--- src/rtl/div_sequencer_if.sv ---
// Handshake bundle between the Execute stage and the iterative divider.
// The pipeline side uses the master modport; the divider uses slave.
interface div_sequencer_if #(
    parameter int unsigned XLEN = 32
);
    logic            start_i;
    logic [1:0]      op_i;
    logic [XLEN-1:0] a_i;
    logic [XLEN-1:0] b_i;
    logic            flush_i;
    logic            stall_o;
    logic            busy_o;
    logic            ready_o;
    logic [XLEN-1:0] result_o;

    modport master (
        output start_i, op_i, a_i, b_i, flush_i,
        input  stall_o, busy_o, ready_o, result_o
    );

    modport slave (
        input  start_i, op_i, a_i, b_i, flush_i,
        output stall_o, busy_o, ready_o, result_o
    );
endinterface

--- src/rtl/div_sequencer.sv ---
// Iterative RV32M DIV/DIVU/REM/REMU controller with restoring-division datapath.
// Optional macro DIV_EARLY_OUT_EN: finish in one cycle when |a| < |b|.
module div_sequencer #(
    parameter int unsigned XLEN = 32
) (
    input  logic           clk_i,
    input  logic           rst_ni,
    div_sequencer_if.slave div_io
);
    localparam int unsigned CW = (XLEN > 1) ? $clog2(XLEN) : 1;
    localparam logic [XLEN-1:0] INT_MIN = {1'b1, {(XLEN-1){1'b0}}};

    typedef enum logic [1:0] {
        IDLE = 2'b00,
        CALC = 2'b01,
        DONE = 2'b10
    } state_e;

    state_e          state_q;
    logic [CW-1:0]   cnt_q;
    logic [XLEN-1:0] rem_q;
    logic [XLEN-1:0] quo_q;
    logic [XLEN-1:0] dvs_q;
    logic [XLEN-1:0] result_q;
    logic            op_rem_q;
    logic            signed_q;
    logic            sign_a_q;
    logic            sign_b_q;
    logic            ready_q;

    logic            is_signed;
    logic            sign_a;
    logic            sign_b;
    logic [XLEN-1:0] a_abs;
    logic [XLEN-1:0] b_abs;
    logic            div_zero;
    logic            overflow;
    logic            shortcut;
    logic [XLEN-1:0] shortcut_res;
    logic [XLEN:0]   trial;
    logic [XLEN-1:0] rem_d;
    logic [XLEN-1:0] quo_d;
    logic [XLEN-1:0] quo_fix;
    logic [XLEN-1:0] rem_fix;
    logic [XLEN-1:0] final_res;
    logic            accept;

    // Operand decode and the single-cycle special cases seen in IDLE.
    always_comb begin
        is_signed    = ~div_io.op_i[0];
        sign_a       = is_signed & div_io.a_i[XLEN-1];
        sign_b       = is_signed & div_io.b_i[XLEN-1];
        a_abs        = sign_a ? ('0 - div_io.a_i) : div_io.a_i;
        b_abs        = sign_b ? ('0 - div_io.b_i) : div_io.b_i;
        div_zero     = (div_io.b_i == '0);
        overflow     = is_signed & (div_io.a_i == INT_MIN) & (div_io.b_i == '1);
        shortcut     = div_zero | overflow;
        shortcut_res = div_io.op_i[1] ? div_io.a_i : '0;
        if (div_zero) begin
            shortcut_res = div_io.op_i[1] ? div_io.a_i : '1;
        end else if (overflow) begin
            shortcut_res = div_io.op_i[1] ? '0 : INT_MIN;
        end
`ifdef DIV_EARLY_OUT_EN
        if (a_abs < b_abs) begin
            shortcut = 1'b1;
        end
`endif
        accept = (state_q == IDLE) & div_io.start_i & ~div_io.flush_i;
    end

    // One restoring step; the extra top bit of trial is the borrow.
    always_comb begin
        trial = {rem_q, quo_q[XLEN-1]} - {1'b0, dvs_q};
        if (!trial[XLEN]) begin
            rem_d = trial[XLEN-1:0];
            quo_d = {quo_q[XLEN-2:0], 1'b1};
        end else begin
            rem_d = {rem_q[XLEN-2:0], quo_q[XLEN-1]};
            quo_d = {quo_q[XLEN-2:0], 1'b0};
        end
        quo_fix   = (signed_q & (sign_a_q ^ sign_b_q)) ? ('0 - quo_d) : quo_d;
        rem_fix   = (signed_q & sign_a_q) ? ('0 - rem_d) : rem_d;
        final_res = op_rem_q ? rem_fix : quo_fix;
    end

    always_ff @(posedge clk_i or negedge rst_ni) begin
        if (!rst_ni) begin
            state_q  <= IDLE;
            cnt_q    <= '0;
            rem_q    <= '0;
            quo_q    <= '0;
            dvs_q    <= '0;
            result_q <= '0;
            op_rem_q <= 1'b0;
            signed_q <= 1'b0;
            sign_a_q <= 1'b0;
            sign_b_q <= 1'b0;
            ready_q  <= 1'b0;
        end else begin
            case (state_q)
                IDLE: begin
                    ready_q <= 1'b0;
                    if (accept) begin
                        op_rem_q <= div_io.op_i[1];
                        signed_q <= is_signed;
                        sign_a_q <= sign_a;
                        sign_b_q <= sign_b;
                        dvs_q    <= b_abs;
                        if (shortcut) begin
                            result_q <= shortcut_res;
                            ready_q  <= 1'b1;
                            state_q  <= DONE;
                        end else begin
                            rem_q   <= '0;
                            quo_q   <= a_abs;
                            cnt_q   <= CW'(XLEN - 1);
                            state_q <= CALC;
                        end
                    end
                end
                CALC: begin
                    if (div_io.flush_i) begin
                        state_q <= IDLE;
                    end else begin
                        rem_q <= rem_d;
                        quo_q <= quo_d;
                        if (cnt_q == '0) begin
                            result_q <= final_res;
                            ready_q  <= 1'b1;
                            state_q  <= DONE;
                        end else begin
                            cnt_q <= cnt_q - 1'b1;
                        end
                    end
                end
                DONE: begin
                    ready_q <= 1'b0;
                    state_q <= IDLE;
                end
                default: begin
                    ready_q <= 1'b0;
                    state_q <= IDLE;
                end
            endcase
        end
    end

    // A flush landing on the DONE cycle suppresses the result pulse.
    assign div_io.ready_o  = ready_q & ~div_io.flush_i;
    assign div_io.result_o = result_q;
    assign div_io.busy_o   = (state_q != IDLE);
    assign div_io.stall_o  = rst_ni & (accept | (state_q == CALC));
endmodule

--- src/flat_wrapper.sv ---
// flat-port wrapper written by rule: the top's interface ports become plain ports
module div_sequencer_flat 
#(
    parameter int unsigned XLEN = 32
)
  (clk_i, rst_ni, div_io_start_i, div_io_op_i, div_io_a_i, div_io_b_i, div_io_flush_i, div_io_stall_o, div_io_busy_o, div_io_ready_o, div_io_result_o);
  div_sequencer_if #(.XLEN(XLEN)) div_io_i ();
  input  logic clk_i;
  input  logic rst_ni;
  input wire logic [$bits(div_io_i.start_i)-1:0] div_io_start_i;
  input wire logic [$bits(div_io_i.op_i)-1:0] div_io_op_i;
  input wire logic [$bits(div_io_i.a_i)-1:0] div_io_a_i;
  input wire logic [$bits(div_io_i.b_i)-1:0] div_io_b_i;
  input wire logic [$bits(div_io_i.flush_i)-1:0] div_io_flush_i;
  output wire logic [$bits(div_io_i.stall_o)-1:0] div_io_stall_o;
  output wire logic [$bits(div_io_i.busy_o)-1:0] div_io_busy_o;
  output wire logic [$bits(div_io_i.ready_o)-1:0] div_io_ready_o;
  output wire logic [$bits(div_io_i.result_o)-1:0] div_io_result_o;
  assign div_io_i.start_i = div_io_start_i;
  assign div_io_i.op_i = div_io_op_i;
  assign div_io_i.a_i = div_io_a_i;
  assign div_io_i.b_i = div_io_b_i;
  assign div_io_i.flush_i = div_io_flush_i;
  assign div_io_stall_o = div_io_i.stall_o;
  assign div_io_busy_o = div_io_i.busy_o;
  assign div_io_ready_o = div_io_i.ready_o;
  assign div_io_result_o = div_io_i.result_o;
  div_sequencer #(.XLEN(XLEN)) u_core (.clk_i(clk_i), .rst_ni(rst_ni), .div_io(div_io_i));
endmodule
--- config.mk ---
export PLATFORM = sky130hd
export DESIGN_NAME = div_sequencer_flat
export DESIGN_NICKNAME = d
export VERILOG_FILES = /design/src/rtl/div_sequencer_if.sv /design/src/rtl/div_sequencer.sv /design/src/flat_wrapper.sv
export SDC_FILE = /design/constraint.sdc
export NUM_CORES = 1
export LEC_CHECK = 0
export ABC_CLOCK_PERIOD_IN_PS = 5650
export BUFFER_PORTS_ARGS = -buffer_cell sky130_fd_sc_hd__buf_2
export CELL_PAD_IN_SITES_DETAIL_PLACEMENT = 2
export CELL_PAD_IN_SITES_GLOBAL_PLACEMENT = 2
export CORE_ASPECT_RATIO = 1.4
export CORE_MARGIN = 2
export CORE_UTILIZATION = 36
export DETAILED_ROUTE_END_ITERATION = 6
export GPL_TIMING_DRIVEN = 0
export PLACE_DENSITY_LB_ADDON = 0.1
export SLEW_MARGIN = 30
export SYNTH_ARGS = -nofsm -noshare
export SYNTH_HDL_FRONTEND = slang
export SYNTH_SLANG_ARGS = --single-unit
--- constraint.sdc ---
create_clock -name clk_i -period 5.65 [get_ports clk_i]
set_input_delay 0 -clock clk_i [delete_from_list [all_inputs] [get_ports clk_i]]
set_output_delay 0 -clock clk_i [all_outputs]
set_load 0.05 [all_outputs]
==> run metrics, run 1 <==
final cell count without fillers 2,164; Stages on worst setup path 21; Synth Register Bits 140; die area 0.03425 mm^2; type of destination of the critical path register; CTS tree built; Crit-path slowest cell dfrtp_1; Fin. Hold Viols 0; initial core utilization 36.51%; clk slew on worst S/H paths 0.08 ns; leading cell type in the layout, fill and taps excluded o21ai_0; FF-to-FF Start u_core.dvs_q[0]; Die H 218.2 um; Cells after Synth 1,536; Max FO, Critical Path 13; number of global-route vias before repair 14,310; CTS Buffer Depth 2; Nets 1,820; H-tree depth 4; fraction of layout cells with a size suffix above 1 12.48%; pins over their slew limit 0; EDFF count, synth 0; HPWL Detailed 42,610 um; Final Skew 0.01955 ns; R2R depth 21; Area Growth Syn to Fin 18.83%; DRT iter0 DRCs 670; fmax 184.2 MHz; status completed; DR pass1 iterations 4; ys async rst share 100.0%; vias 12,910; crit path time final 5.429 ns; cell area after synthesis 0.01180 mm^2; CTS root buf clkbuf_16; leakage 5.898 nW; critical path type reg -> reg; headroom to the max-slew limit 32.02%; Netlist cell types 95; I/O Buffers 103; # rows 78; die width 157.0 um; vias per cell 5.968; Hold Path Depth 5; syn_nets 1,646; most frequent cells in the layout 196 x o21ai_0, 189 x nand2_1, 144 x nor2_1, 140 x dfrtp_1, 131 x a21oi_1; Tcrit/Tclk final 96.08%; Worst path max stage delay 0.51 ns; MaxCap Viol Count 0; Filler cells 3,752; Hold Path Class in -> reg; Worst EP arrival 5.74 ns; most frequent CP cell a211oi_4; Avg Inst Size Synth 7.679 um^2; final setup vio count 0; Worst-Margin Slew 1.013 ns; dpl cells 2,082; largest net degree at the start of global routing 76; Worst path top cell family by delay compound AO/OA/AOI/OAI gates; Synth warnings 0; GR Util All Layers 33.79%; critical path launch point type register; Routed Antenna Nets 0; initial antenna violation count 1; TNS Setup 0 ns; first-pass GRT wire length 87,020 um; pwr dens 525.3 mW/mm^2; RePlAce Congestion 0.8710; reg-to-reg endpoint u_core.div_io.result_o[10]; Primary FF master, synth dfrtp_1; crit-path cells ha_1 > fa_1 > nand2b_1 > a211oi_4 > o211ai_1 > nand2_2 > a211oi_4 > nor2_8 > inv_4 > buf_2 > buf_4 > a21oi_2 > ha_2 > nand2_1 > nand4bb_1 > or3_1 > o211a_1 > xor2_1 > a21oi_1 > o21ai_1 > o21ai_0; clk_lat worst skew 0.46 ns; total CTS buffers 17; maximum vdd drop 257.6 uV; CP Data Required Time 5.96 ns; grt total ovfl 0; clk sink count 140; RSZ-0062 raised after global routing false; crit path launch u_core.dvs_q[0]; flop2flop setup slack 0.22 ns; end of the critical path u_core.div_io.result_o[10]; IO Pins 105; area of the core 0.03230 mm^2; register area share after synthesis 29.70%; Buf+Inv Stages, Crit Path 3; DRC violation count after routing 0; final wirelength 56,310 um; Avg WL per Cell 26.02 um
-- metal layers --
layer  global-route usage [%]  wire (um)
met5                        0          0
met4                    19.08       3490
met3                    3.827       1406
met2                    61.70      29770
met1                    37.65      21640
-- worst min-delay path, cell delays in order --
cell and delay, ns:
buf_2 0.09, xnor2_1 0.06, nor2_1 0.08, a21oi_1 0.04, o21ai_0 0.14
-- flip-flops by register name (all words and copies together), names as in the netlist --
| signal | count |
|---|---|
| u_core.op_rem_q | 1 |
| u_core.dvs_q | 32 |
| u_core.signed_q | 1 |
| u_core.ready_q | 1 |
| u_core.cnt_q | 5 |
| u_core.rem_q | 32 |
| u_core.sign_a_q | 1 |
| u_core.sign_b_q | 1 |
| u_core.div_io.result_o | 32 |
| u_core.quo_q | 32 |
| u_core.state_q | 2 |
-- cells by family after synthesis --
group / Yosys count / synth area share (%)
buffers and inverters: 145 / 4.858
XOR/XNOR: 126 / 9.356
AO/OA/AOI/OAI: 529 / 27.97
AND/OR/NAND/NOR: 527 / 21.30
multiplexers: 29 / 2.503
adder cells (fa/ha/maj): 40 / 4.307
flip-flops: 140 / 29.70
-- worst min path at each step --
stage	start	end	slack [ns]
2_1_floorplan	rst_ni	u_core.cnt_q[0]	-0.30
3_3_place_gp	div_io_b_i[31]	u_core.dvs_q[31]	0.29
3_5_place_dp	rst_ni	u_core.state_q[0]	0.006
4_1_cts	div_io_a_i[20]	u_core.quo_q[20]	0.0008
5_1_grt	div_io_a_i[13]	u_core.div_io.result_o[13]	0.04
6_report	div_io_a_i[20]	u_core.quo_q[20]	0.01
-- area by class of cell --
| cell class | instances | area (um^2) | area share, % |
|---|---|---|---|
| diodes | 1 | 2.502 | 0.01785 |
| plain buffers | 81 | 336.6 | 2.401 |
| clock buffers | 18 | 439.2 | 3.133 |
| clock inverters | 14 | 111.4 | 0.7945 |
| inverters | 63 | 239.0 | 1.705 |
| multi-input cells | 1251 | 7782 | 55.53 |
| flip-flops and latches | 140 | 3503 | 25.00 |
| well taps | 440 | 550.5 | 3.928 |
| repair buffers | 156 | 1051 | 7.499 |
-- metrics by stage --
stage	power (mW)	setup slack (ns)	util, %	instance area (um^2)	hold WS [ns]
finish	7.362	0.2213	43.39	14020	0.01318
global route	7.842	0.007265	43.39	14020	0.03579
CTS	7.203	0.03273	43.24	13970	0.0008025
detailed placement	5.966	-0.6713	40.03	12930	0.005971
global placement	5.798	-0.5631	39.81	12860	0.2855
floorplan	4.492	1.149	-	11800	-0.2956
-- synthesized netlist by cell type, types with 25 or more instances --
cell type    n  share of area [%]
nand2_1    190                6.0
xnor2_1     63                4.7
o31ai_1     26                1.7
nor2_1     144                4.6
dfrtp_1    140                 30
clkbuf_1    60                1.9
a21oi_1    133                5.6
xor2_1      63                4.7
mux2i_1     25                2.1
ha_1        39                4.1
o21ai_0    197                8.4
inv_1       60                1.9
nor3_1      34                1.4
-- timing repair --
| action | in CTS | in global routing |
|---|---|---|
| cloned | 0 | 0 |
| resized for setup | 11 | 4 |
| buffers inserted | 1 | 5 |
| pin swaps | 2 | 3 |
| hold buffers | 44 | 0 |
| endpoints found under the hold margin | 107 | 0 |
| endpoints found under the setup margin | 12 | 12 |
-- power by group --
group,internal (mW),switching (mW)
Sequential,1.19,0.278
Clock,0.580,0.518
Combinational,1.63,3.16
Total,3.40,3.96
(Power assumes the default switching activity.)
==> run 2, diff against run 1 <==
--- a/config.mk
+++ b/config.mk
@@ -15,6 +15,7 @@
 export DETAILED_ROUTE_END_ITERATION = 6
 export GPL_TIMING_DRIVEN = 0
 export PLACE_DENSITY_LB_ADDON = 0.1
+export REMOVE_ABC_BUFFERS = 1
 export SLEW_MARGIN = 30
 export SYNTH_ARGS = -nofsm -noshare
 export SYNTH_HDL_FRONTEND = slang
==> run 2 against run 1 <==
Hold slack gained 0.0014 ns. Utilization is essentially flat. Die area is the same. Critical path type unchanged. Largest cell class unchanged. Largest power group unchanged. Highest routed layer unchanged.
==> run metrics, run 2 (synthesized netlist as in run 1, its figures left out) <==
leading cell type in the layout, fill and taps excluded o21ai_0; area of the core 0.03230 mm^2; vias per cell 5.850; DR pass1 iterations 4; critical path type reg -> reg; crit-path cells inv_1 > ha_1 > fa_1 > nand2b_1 > a211oi_4 > o211ai_1 > nand2_2 > a31o_4 > nor2_8 > inv_8 > nor2_1 > a21oi_2 > ha_1 > nand2_1 > nand4bb_1 > nor3_1 > a21oi_2 > nor3_2 > buf_4 > a41oi_1 > xnor2_1 > o22ai_1; grt total ovfl 0; HPWL Detailed 35,390 um; Hold Path Class in -> reg; hold_ws 0.01461 ns; Area Growth Syn to Fin 18.76%; internal power 3.723 mW; clk sink count 140; largest net degree at the start of global routing 71; MaxCap Viol Count 0; Die H 218.2 um; first-pass GRT wire length 76,270 um; total CTS buffers 17; Sw Ratio 49.74%; clk slew on worst S/H paths 0.07 ns; H-tree depth 4; final setup vio count 0; CTS Buffer Depth 2; CTS root buf clkbuf_16; DRC violation count after routing 0; fmax 187.4 MHz; Pwr Total 7.408 mW; number of global-route vias before repair 13,450; Avg WL per Cell 22.93 um; Tcrit/Tclk final 94.42%; Sw Pwr 3.685 mW; Worst EP arrival 5.66 ns; I/O Buffers 104; most frequent cells in the layout 197 x o21ai_0, 189 x nand2_1, 143 x nor2_1, 139 x dfrtp_1, 130 x a21oi_1; share of power burned in registers 19.8%; die area 0.03425 mm^2; Worst-Margin Slew 0.8885 ns; Worst path max stage delay 0.51 ns; final wirelength 47,810 um; headroom to the max-slew limit 40.22%; crit path time final 5.335 ns; Final Skew 0.01627 ns; initial antenna violation count 0; pwr dens 528.8 mW/mm^2; type of destination of the critical path register; GR Util All Layers 28.71%; pins over their slew limit 0; RePlAce Congestion 0.8353; Crit-path slowest cell dfrtp_1; CTS tree built; DRT iter0 DRCs 459; Clk pwr share 19.2%; Max FO, Critical Path 40; Routed Antenna Nets 0; Nets 1,743; flop2flop setup slack 0.32 ns; status completed; die width 157.0 um; RSZ-0062 raised after global routing false; IO Pins 105; maximum vdd drop 249.4 uV; CP Data Required Time 5.97 ns; vias 12,200; # diodes 0; Finished Core Util 43.37%; initial core utilization 36.51%; logic gate share of total power 61.1%; critical path launch point type register; clk_lat worst skew 0.46 ns; # rows 78; Fin. Hold Viols 0; leakage 5.912 nW; fraction of layout cells with a size suffix above 1 12.95%
==> run 2: cell count changes in the layout (fill, tap and decap cells not counted), sizes merged <==
cell,previous run,this run
clkbuf,78,19
buf,133,118
bufinv,0,8
clkinv,10,4
inv,65,61
dlygate4sd3,44,41
diode,1,0
nor2,147,148
==> run 2: layer usage <==
layer | vias up | routed length, um | share of wire (%) | track usage, %
met2 | 184 | 25590 | 54 | 53.58
met1 | 6236 | 20010 | 42 | 33.72
met3 | 69 | 958 | 2.0 | 2.915
met5 | - | 0 | 0 | 0
li1 | 5709 | - | - | -
met4 | 0 | 1253 | 2.6 | 10.06
==> run 2: power groups by stage <==
| stage | Sequential (mW) | Clock [mW] | Combinational [mW] |
|---|---|---|---|
| final | 1.47 | 1.42 | 4.52 |
| after global routing | 1.50 | 1.47 | 4.96 |
| after CTS | 1.46 | 1.43 | 4.47 |
| after detailed placement | 1.47 | 0 | 4.24 |
| after global placement | 1.46 | 0 | 4.08 |
| after floorplan | 1.39 | 0 | 3.02 |
==> run 2: worst max-delay path: cells and delay by family (launching register included) <==
| kind | cells | cell delay, ns |
|---|---|---|
| AOI/OAI and AO/OA | 7 | 1.56 |
| and+or+nand+nor | 8 | 1.36 |
| adders and majority gates | 3 | 0.93 |
| DFF | 1 | 0.51 |
| buffers and inverters | 3 | 0.45 |
| xor gates and xnor gates | 1 | 0.34 |
==> run 2: metrics by stage <==
stage               setup slack (ns)  cells  TNS (ns)  cell area, um^2
floorplan                      1.007   1454         0            11460
global placement              -2.250   1998    -97.55            12530
detailed placement            -1.104   2006    -11.46            12760
CTS                           0.1119   2084         0            13960
global route                 0.02165   2085         0            14010
finish                        0.3152   2085         0            14010
==> run 2: area by class of cell <==
class	instances	area, um^2
clock buffers	19	452.9
inverters	63	245.2
multi-input cells	1252	7819
clock inverters	12	265.3
flip-flops and latches	140	3505
repair buffers	159	1171
well taps	440	550.5
fillers	3732	18300
==> run 2: what timing repair did <==
action                     4_1_cts  5_1_grt
gates resized for setup          4        5
hold buffers                    41        0
setup endpoints to repair       15        8
gates cloned                     1        0
buffers inserted                 5        0
pin swaps                        4        1
hold endpoints to repair       120        0
==> run 2: final timing paths <==
kind                                             from                    endpoint  cells after the start
max                                  u_core.quo_q[31]  u_core.div_io.result_o[30]                     22
max reg2reg                          u_core.quo_q[31]  u_core.div_io.result_o[30]                     22
min reg2reg                u_core.div_io.result_o[10]  u_core.div_io.result_o[10]                      2
min in group asynchronous                      rst_ni            u_core.dvs_q[31]                      2
max in group asynchronous                      rst_ni  u_core.div_io.result_o[10]                      4
min                                     div_io_a_i[2]   u_core.div_io.result_o[2]                      4
==> run 3, diff against run 2 <==
--- a/config.mk
+++ b/config.mk
@@ -15,6 +15,7 @@
 export DETAILED_ROUTE_END_ITERATION = 6
 export GPL_TIMING_DRIVEN = 0
 export PLACE_DENSITY_LB_ADDON = 0.1
+export RECOVER_POWER = 50
 export REMOVE_ABC_BUFFERS = 1
 export SLEW_MARGIN = 30
 export SYNTH_ARGS = -nofsm -noshare
==> run 3 against run 2 <==
The flow now finishes with violations (max-capacitance violations, max-slew violations). Hold slack gained 0.0013 ns. Register-to-register slack is essentially flat. Die area is the same. Critical endpoint unchanged.
==> run metrics, run 3 (synthesized netlist as in run 1, its figures left out) <==
grt total ovfl 0; headroom to the max-slew limit -95.94%; hold_ws 0.01593 ns; MaxCap Viol Count 2; CTS Buffer Depth 2; maximum vdd drop 248.0 uV; pwr dens 530.4 mW/mm^2; CTS tree built; RSZ-0062 raised after global routing false; DRT iter0 DRCs 470; pre-CTS setup slack -1.104 ns; Final Skew 0.01476 ns; area of the core 0.03230 mm^2; die area 0.03425 mm^2; Pwr Total 7.400 mW; CTS root buf clkbuf_16; Hold Path Class in -> reg; total CTS buffers 17; IO Pins 105; Finished Core Util 43.19%; final cell count without fillers 2,085; design area 0.01395 mm^2; initial core utilization 36.51%; clk slew on worst S/H paths 0.07 ns; post-route setup slack 0.3116 ns; Fin. Hold Viols 0; TNS Setup 0 ns; critical path type reg -> reg; Avg WL per Cell 22.88 um; pins over their slew limit 85; DRC violation count after routing 0; Tcrit/Tclk final 94.49%; Die H 218.2 um; Area Growth Syn to Fin 18.29%; largest net degree at the start of global routing 71; number of global-route vias before repair 13,450; GR Util All Layers 28.71%; leading cell type in the layout, fill and taps excluded o21ai_0; CP Data Required Time 5.97 ns; RePlAce Congestion 0.8353; Routed Antenna Nets 0; final wirelength 47,710 um; first-pass GRT wire length 76,270 um; fraction of layout cells with a size suffix above 1 11.79%; dpl cells 2,006; Worst-Margin Slew 2.939 ns; DR pass1 iterations 5; Nets 1,743; H-tree depth 4; # rows 78; clk sink count 140; fmax 187.3 MHz; HPWL Detailed 35,390 um; critical path launch point type register; # diodes 0; die width 157.0 um; Max FO, Critical Path 40; most frequent cells in the layout 197 x o21ai_0, 189 x nand2_1, 143 x nor2_1, 139 x dfrtp_1, 130 x a21oi_1; Worst EP arrival 5.66 ns; initial antenna violation count 0; I/O Buffers 104; status finished, violations left; crit path time final 5.338 ns; type of destination of the critical path register; failing checks max-capacitance violations, max-slew violations; vias per cell 5.840; vias 12,180; clk_lat worst skew 0.46 ns; placed inst area 0.01276 mm^2; final setup vio count 0; leakage 5.821 nW
[run 3: changes by cell type in the layout (fill, tap and decap cells not counted)]
cell	change
clkbuf_1	+19
buf_2	-17
buf_16	-1
buf_8	-1
[run 3: critical path, stage by stage (launching register included)]
cell,delay (ns)
dfrtp_1,0.51
inv_1,0.08
ha_1,0.23
fa_1,0.40
nand2b_1,0.22
a211oi_4,0.32
o211ai_1,0.28
nand2_2,0.22
a31o_4,0.25
nor2_8,0.05
inv_8,0.21
nor2_1,0.10
a21oi_2,0.23
ha_1,0.30
nand2_1,0.06
nand4bb_1,0.26
nor3_1,0.26
a21oi_2,0.19
nor3_2,0.19
buf_4,0.16
a41oi_1,0.15
xnor2_1,0.34
o22ai_1,0.14
[run 3: what timing repair did]
action | 4_1_cts | 5_1_grt
pin swaps | 4 | 1
setup buffers | 5 | 0
gates cloned | 1 | 0
gates resized for setup | 4 | 5
hold endpoints to repair | 120 | 0
setup endpoints to repair | 15 | 8
hold buffers | 41 | 0
[run 3: path summary, 6_finish.rpt]
path | from | to | slack, ns | cells past startpoint
max | u_core.quo_q[31] | u_core.div_io.result_o[30] | 0.31 | 22
min | div_io_a_i[2] | u_core.div_io.result_o[2] | 0.02 | 4
max reg2reg | u_core.quo_q[31] | u_core.div_io.result_o[30] | 0.31 | 22
min reg2reg | u_core.div_io.result_o[10] | u_core.div_io.result_o[10] | 0.48 | 2
max in group asynchronous | rst_ni | u_core.rem_q[9] | 1.35 | 3
min in group asynchronous | rst_ni | u_core.dvs_q[31] | 0.69 | 2
[run 3: report_power, final]
part | switching, mW | internal (mW) | leakage (nW)
Combinational | 2.92 | 1.59 | 3.66
Clock | 0.481 | 0.936 | 0.345
Sequential | 0.275 | 1.19 | 1.82
Total | 3.68 | 3.72 | 5.82
[run 3: routing by layer]
metal | global-route usage [%] | vias to the layer above | wire length (um) | share of wire (%)
li1 | - | 5708 | - | -
met4 | 10.06 | 0 | 1249 | 2.6
met2 | 53.58 | 175 | 25620 | 54
met5 | 0 | - | 0 | 0
met1 | 33.72 | 6227 | 20040 | 42
met3 | 2.915 | 66 | 812 | 1.7
[run 3: area by class of cell]
class	instances	area (um^2)
fill	3745	18350
multi-input combinational	1252	7819
sequential	140	3505
timing repair buffer	159	1115
tap	440	550.5
clock buffer	19	452.9
clock inverter	12	265.3
inverter	63	245.2
